===== config.mk =====
export PLATFORM = sky130hd
export DESIGN_NAME = mc_sequencer
export DESIGN_NICKNAME = d
export VERILOG_FILES = /design/src/rtl/mc_seq_pkg.sv /design/src/rtl/mc_wdog.sv /design/src/rtl/mc_sequencer.sv
export SDC_FILE = /design/constraint.sdc
export NUM_CORES = 1
export LEC_CHECK = 0
export BUFFER_PORTS_ARGS = -buffer_cell sky130_fd_sc_hd__buf_2
export CAP_MARGIN = 20
export CORE_UTILIZATION = 52
export CTS_CLUSTER_SIZE = 10
export DETAILED_ROUTE_END_ITERATION = 8
export PLACE_DENSITY_LB_ADDON = 0.05
export RECOVER_POWER = 100
export REMOVE_ABC_BUFFERS = 1
export SLEW_MARGIN = 15
export SYNTH_ARGS = -nofsm -noshare
export SYNTH_HDL_FRONTEND = slang
export SYNTH_SLANG_ARGS = --single-unit

===== constraint.sdc =====
create_clock -name clk_i -period 3.7 [get_ports clk_i]
set_input_delay 0 -clock clk_i [delete_from_list [all_inputs] [get_ports clk_i]]
set_output_delay 0 -clock clk_i [all_outputs]
set_load 0.005 [all_outputs]

===== src/rtl/mc_seq_pkg.sv =====
// Shared types and constants for the multi-cycle RV32I control sequencer.
package mc_seq_pkg;

    typedef enum logic [2:0] {
        FETCH  = 3'd0,
        DECODE = 3'd1,
        EXEC   = 3'd2,
        MEM    = 3'd3,
        WB     = 3'd4,
        TRAP   = 3'd5
    } state_t;

    localparam logic [1:0] WB_ALU = 2'd0;
    localparam logic [1:0] WB_MEM = 2'd1;
    localparam logic [1:0] WB_PC4 = 2'd2;

    localparam int unsigned TIMEOUT_DEF = 16;

endpackage


===== src/rtl/mc_wdog.sv =====
// Memory-handshake wait counter: flags expiry on the TIMEOUT-th unacknowledged request cycle.
module mc_wdog
    import mc_seq_pkg::*;
#(
    parameter int unsigned TIMEOUT = TIMEOUT_DEF
) (
    input  logic clk,
    input  logic rst,
    input  logic clear,
    input  logic count,
    output logic expired
);

    localparam int CNT_W = 8;

    logic [CNT_W-1:0] cnt;

    always_ff @(posedge clk or posedge rst) begin
        if (rst)        cnt <= '0;
        else if (clear) cnt <= '0;
        else if (count) cnt <= cnt + 1'b1;
    end

    // count already excludes ack cycles, so a last-moment ack never expires
    assign expired = count && (cnt == CNT_W'(TIMEOUT - 1));

endmodule


===== src/rtl/mc_sequencer.sv =====
// Multi-cycle control sequencer for the RV32I core (FETCH/DECODE/EXEC/MEM/WB/TRAP).
// Optional performance counters are built when MC_SEQ_PERF_EN is defined.
module mc_sequencer
    import mc_seq_pkg::*;
#(
    parameter int unsigned TIMEOUT = TIMEOUT_DEF
) (
    input  logic        clk_i,
    input  logic        rst_i,
    input  logic        run_i,
    input  logic        is_R_i,
    input  logic        is_I_i,
    input  logic        is_S_i,
    input  logic        is_B_i,
    input  logic        is_J_i,
    input  logic        is_U_i,
    input  logic        is_load_i,
    input  logic        is_jalr_i,
    input  logic [4:0]  rd_addr_i,
    input  logic        br_taken_i,
    input  logic        imem_ack_i,
    input  logic        dmem_ack_i,
    output logic        imem_req_o,
    output logic        dmem_req_o,
    output logic        dmem_we_o,
    output logic        ir_en_o,
    output logic        mdr_en_o,
    output logic        pc_en_o,
    output logic        pc_sel_o,
    output logic        rf_we_o,
    output logic [1:0]  wb_sel_o,
    output logic        err_o,
    output logic [2:0]  state_o
`ifdef MC_SEQ_PERF_EN
    ,
    output logic [31:0] instret_o,
    output logic [31:0] stall_cnt_o
`endif
);

    state_t state, nxt;
    logic   req_pend;
    logic   err;
    logic   wd_clear, wd_count, wd_expired;
    logic   jump;

    // R/I/U only route to WB by default; no explicit decode needed
    logic unused_cls;
    assign unused_cls = ^{is_R_i, is_I_i, is_U_i};

    assign jump = is_J_i | is_jalr_i;

    always_ff @(posedge clk_i or posedge rst_i) begin
        if (rst_i) begin
            state    <= FETCH;
            req_pend <= 1'b0;
            err      <= 1'b0;
        end else begin
            state    <= nxt;
            req_pend <= imem_req_o && !imem_ack_i && !wd_expired;
            err      <= err | (nxt == TRAP);
        end
    end

    always_comb begin
        nxt = state;
        case (state)
            FETCH:  if (imem_req_o && imem_ack_i) nxt = DECODE;
                    else if (wd_expired)          nxt = TRAP;
            DECODE: nxt = EXEC;
            EXEC:   if (is_B_i)                   nxt = FETCH;
                    else if (is_S_i || is_load_i) nxt = MEM;
                    else                          nxt = WB;
            MEM:    if (dmem_ack_i)               nxt = is_S_i ? FETCH : WB;
                    else if (wd_expired)          nxt = TRAP;
            WB:     nxt = FETCH;
            TRAP:   nxt = TRAP;
            default: nxt = TRAP;
        endcase
    end

    // Outputs are forced low while reset is held so an abort is visible at once
    always_comb begin
        imem_req_o = 1'b0;
        dmem_req_o = 1'b0;
        dmem_we_o  = 1'b0;
        ir_en_o    = 1'b0;
        mdr_en_o   = 1'b0;
        pc_en_o    = 1'b0;
        pc_sel_o   = 1'b0;
        rf_we_o    = 1'b0;
        wb_sel_o   = WB_ALU;
        if (!rst_i) begin
            case (state)
                FETCH: begin
                    imem_req_o = run_i | req_pend;
                    ir_en_o    = (run_i | req_pend) & imem_ack_i;
                end
                EXEC: begin
                    if (is_B_i) begin
                        pc_en_o  = 1'b1;
                        pc_sel_o = br_taken_i;
                    end
                end
                MEM: begin
                    dmem_req_o = 1'b1;
                    dmem_we_o  = is_S_i;
                    if (dmem_ack_i) begin
                        pc_en_o  = is_S_i;
                        mdr_en_o = !is_S_i;
                    end
                end
                WB: begin
                    rf_we_o  = (rd_addr_i != 5'd0);
                    wb_sel_o = is_load_i ? WB_MEM : (jump ? WB_PC4 : WB_ALU);
                    pc_en_o  = 1'b1;
                    pc_sel_o = jump;
                end
                default: ;
            endcase
        end
    end

    assign err_o   = err;
    assign state_o = state;

    assign wd_count = (imem_req_o & ~imem_ack_i) | (dmem_req_o & ~dmem_ack_i);
    assign wd_clear = imem_ack_i | dmem_ack_i |
                      ((nxt != state) && (nxt == FETCH || nxt == MEM));

    mc_wdog #(.TIMEOUT(TIMEOUT)) u_wdog (
        .clk     (clk_i),
        .rst     (rst_i),
        .clear   (wd_clear),
        .count   (wd_count),
        .expired (wd_expired)
    );

`ifdef MC_SEQ_PERF_EN
    logic [31:0] instret, stall_cnt;

    always_ff @(posedge clk_i or posedge rst_i) begin
        if (rst_i) begin
            instret   <= '0;
            stall_cnt <= '0;
        end else begin
            if (pc_en_o && state != TRAP) instret <= instret + 1'b1;
            if (wd_count)                 stall_cnt <= stall_cnt + 1'b1;
        end
    end

    assign instret_o   = instret;
    assign stall_cnt_o = stall_cnt;
`endif

endmodule


==> impl_results.md <==
* Placeable Area at 1710 um^2
* Share of layout cells above drive strength 1 at 26.4%
* Starting density of the core at 55.2%
* Number of buffers created by CTS at 3
* Vertical extent of the die at 44.6 um
* Pre-antenna DRT Iters at 4
* Max Root-Sink Buffers at 2
* Die area at 1990 um^2
* Register bit count reported by yosys at 13
* Cell area power density at 435 nW/um^2
* Final hold violations at 0
* Highest Clock Rate at 452 MHz
* Largest clock skew in the final design at 0.0110 ns
* Switch share at 39.0%
* Top post-synthesis cells by count: 13 x sky130_fd_sc_hd__dfrtp_1, 8 x sky130_fd_sc_hd__nor3_2, 7 x sky130_fd_sc_hd__a21oi_1, 7 x sky130_fd_sc_hd__nand2_1, 6 x sky130_fd_sc_hd__xor2_1
* Relative contribution of the clock network to total power at 18.7%
* Synth unique cells at 42
* PortBufs at 29
* Number of synthesized flops with an enable pin at 0
* Portion of total power attributed to combinational logic at 38.9%
* Buffers & Inverters on Critical Path at 0
* I/O pin cnt at 33
* Pint at 0.280 mW
* Period utilization at 59.8%
* Clock Sinks at 13
* Cell type with the highest aggregate area in the netlist: sky130_fd_sc_hd__dfrtp_1
* Global route overflow at 0
* Power spent charging and discharging nets at 0.179 mW
* Async set-or-reset flop fraction in the synthesized netlist at 100%
* Path class of the lowest-slack min-delay path: input pin to flip-flop
* Most common flop cell mapped by yosys: sky130_fd_sc_hd__dfrtp_1
* Final count of pins violating max slew at 0
* Drt drc at 0
* Avg Cell Area, Syn at 9.52 um^2
* Max-cap check violation count at 0
* Setup Buffers After CTS at 0
* Final HPWL from detailed placement at 1500 um
* Avg Vias per Cell at 5.33
* Critical-path maximum fanout at 15
* Htree depth at 1
* Fillers at 141
* Aggregate routed wire length at 1990 um
* Post-route ant nets at 0
* Worst vdd rail ir drop at 0.269 mV
* Sequential share of the synthesized area at 34.5%
* Syn-to-layout area delta at 12.1%
* Clk_lat worst skew at 0.28 ns
* Number of global-route vias before repair at 765
* Arrival time at the worst endpoint at 2.40 ns
* Status: completed
* Total number of vias at 821
* Average wire length per cell after detail routing at 12.9 um
* Leakage power total at 0.504 nW
* Unrepaired setup endpoints after global routing: false
* Initial antenna violation count at 0
* Post-route minimum period at 2.21 ns
* Gate count after technology mapping at 99
* Category of the worst setup path launch point: flip-flop
* Most common cell in the synthesized netlist: sky130_fd_sc_hd__dfrtp_1
* Worst-path cell chain: or3_1, o32ai_4, nand2_2, and4_1, nor3_1
* Kind of capture point of the worst setup path: flip-flop
* Area share of the leading cell type in the synthesized netlist at 34.5%
* Cell with the biggest individual delay on the critical path: sky130_fd_sc_hd__dfrtp_1
* Utilization after layout at 61.8%
* Drt first-iter violations at 13
* Critical path class: flip-flop to flip-flop
* First-pass GRT wire length at 3370 um
* Largest net degree at the start of global routing at 16
* GP Congestion at 0.762
* Clock Tree Root: sky130_fd_sc_hd__clkbuf_4
* Category of cells accounting for the largest share of critical-path delay: simple AND/OR/NAND/NOR gates
* Row count at 15
* Top post-synthesis cells by area: sky130_fd_sc_hd__dfrtp_1 35%, sky130_fd_sc_hd__nor3_2 8.5%, sky130_fd_sc_hd__xor2_1 5.6%
* Final-report setup violation count at 0
* Layout net count at 150
* Area of the mapped netlist at 942 um^2
* Required time at the worst-slack endpoint at 3.88 ns
* Antenna cells at 0
* Sequential Power Share at 42.3%
* Setup_tns at 0 ns
* Die W at 44.6 um
* Headroom to the max-slew limit at 63.5%
* Transition time at the pin with the least slew margin at 0.547 ns
* Longest individual stage delay on the worst path at 0.51 ns
* TritonCTS clock tree: yes
* Aggregate global-route resource usage at 23.6%
* Clock-pin slew of the registers on the worst-case setup and hold paths at 0.07 ns
* Number of synthesis warnings at 0
==> registers in the layout, indices dropped and copies added (netlist names) <==
| signal | count |
|---|---|
| req_pend | 1 |
| state_o | 3 |
| u_wdog.cnt | 8 |
| err_o | 1 |
==> repair_timing <==
action	CTS	global route
resized for setup	0	0
hold buffers	2	0
setup endpoints to repair	0	0
endpoints found under the hold margin	14	0
==> worst reg2reg max path, cell delays in order, from the launching register on <==
cell and delay (ns):
sky130_fd_sc_hd__dfrtp_1 0.51, sky130_fd_sc_hd__or3_1 0.49, sky130_fd_sc_hd__o32ai_4 0.50, sky130_fd_sc_hd__nand2_2 0.10, sky130_fd_sc_hd__and4_1 0.30, sky130_fd_sc_hd__nor3_1 0.23
==> layout by cell type, fill, tap and decap left out, types with 2 or more instances in the layout <==
cell and n:
sky130_fd_sc_hd__inv_1 3, sky130_fd_sc_hd__clkbuf_4 3, sky130_fd_sc_hd__nand4_1 3, sky130_fd_sc_hd__o21ai_0 3, sky130_fd_sc_hd__dlygate4sd3_1 2, sky130_fd_sc_hd__nor2_1 5, sky130_fd_sc_hd__nor4_1 2, sky130_fd_sc_hd__and2_1 2
sky130_fd_sc_hd__nor2b_1 2, sky130_fd_sc_hd__clkbuf_1 7, sky130_fd_sc_hd__a21oi_1 7, sky130_fd_sc_hd__nand2_1 7, sky130_fd_sc_hd__or2_0 2, sky130_fd_sc_hd__dfrtp_1 13, sky130_fd_sc_hd__nor3_1 12, sky130_fd_sc_hd__buf_2 22
sky130_fd_sc_hd__and3_1 3, sky130_fd_sc_hd__xor2_1 6
==> logic make-up after synthesis <==
logic type                 count (synthesis)  synth area share, %
and+or+nand+nor                           49                 34.5
muxes                                      1                 1.06
xor gates and xnor gates                   7                 6.51
DFF                                       13                 34.5
buffers and inverters                      8                 6.64
adders and majority gates                  1                 1.33
AOI/OAI and AO/OA                         20                 15.4
==> final timing paths <==
path,from,end,slack [ns],cells past startpoint
worst min register to register,err_o,err_o,0.46,1
worst max register to register,state_o[0],u_wdog.cnt[2],1.49,5
worst max-delay path,state_o[0],u_wdog.cnt[2],1.49,5
worst min-delay path,is_B_i,state_o[1],0.12,4
max in group asynchronous,rst_i,err_o,2.95,3
min in group asynchronous,rst_i,req_pend,0.38,3
==> metal layers <==
metal	global-route usage (%)	part of all wire (%)	vias to the layer above
met2	37.9	50	15
met5	0	0	-
met3	7.35	3.5	5
met4	7.27	1.2	0
met1	30.2	45	388
li1	-	-	413
==> power by group through the flow <==
stage / Clock, mW / Sequential (mW) / Combinational [mW]
2_1_floorplan: 0 / 0.192 / 0.133
3_3_place_gp: 0 / 0.197 / 0.192
3_5_place_dp: 0 / 0.198 / 0.197
4_1_cts: 0.0903 / 0.195 / 0.199
5_1_grt: 0.0957 / 0.198 / 0.203
6_report: 0.0860 / 0.195 / 0.179
==> area by class of cell <==
class / instances / area (um^2) / area share (%)
Clock buffer: 4 / 26.3 / 2.49
Inverter: 3 / 11.3 / 1.07
Multi-Input combinational cell: 78 / 504 / 47.7
Sequential cell: 13 / 325 / 30.8
Tap cell: 25 / 31.3 / 2.96
Timing Repair Buffer: 31 / 158 / 14.9
==> per-stage QoR <==
stage / instance area (um^2) / setup slack [ns] / std cells / total power [mW] / hold slack, ns
after global routing: 1060 / 1.33 / 154 / 0.497 / 0.121
after detailed placement: 1070 / 1.49 / 148 / 0.395 / 0.113
after global placement: 1070 / 1.53 / 148 / 0.389 / 0.105
after CTS: 1110 / 1.47 / 154 / 0.484 / 0.108
after floorplan: 891 / 1.73 / 94 / 0.325 / -0.115
final: 1060 / 1.49 / 154 / 0.459 / 0.119
No activity file was read; power rests on OpenSTA's default activity.
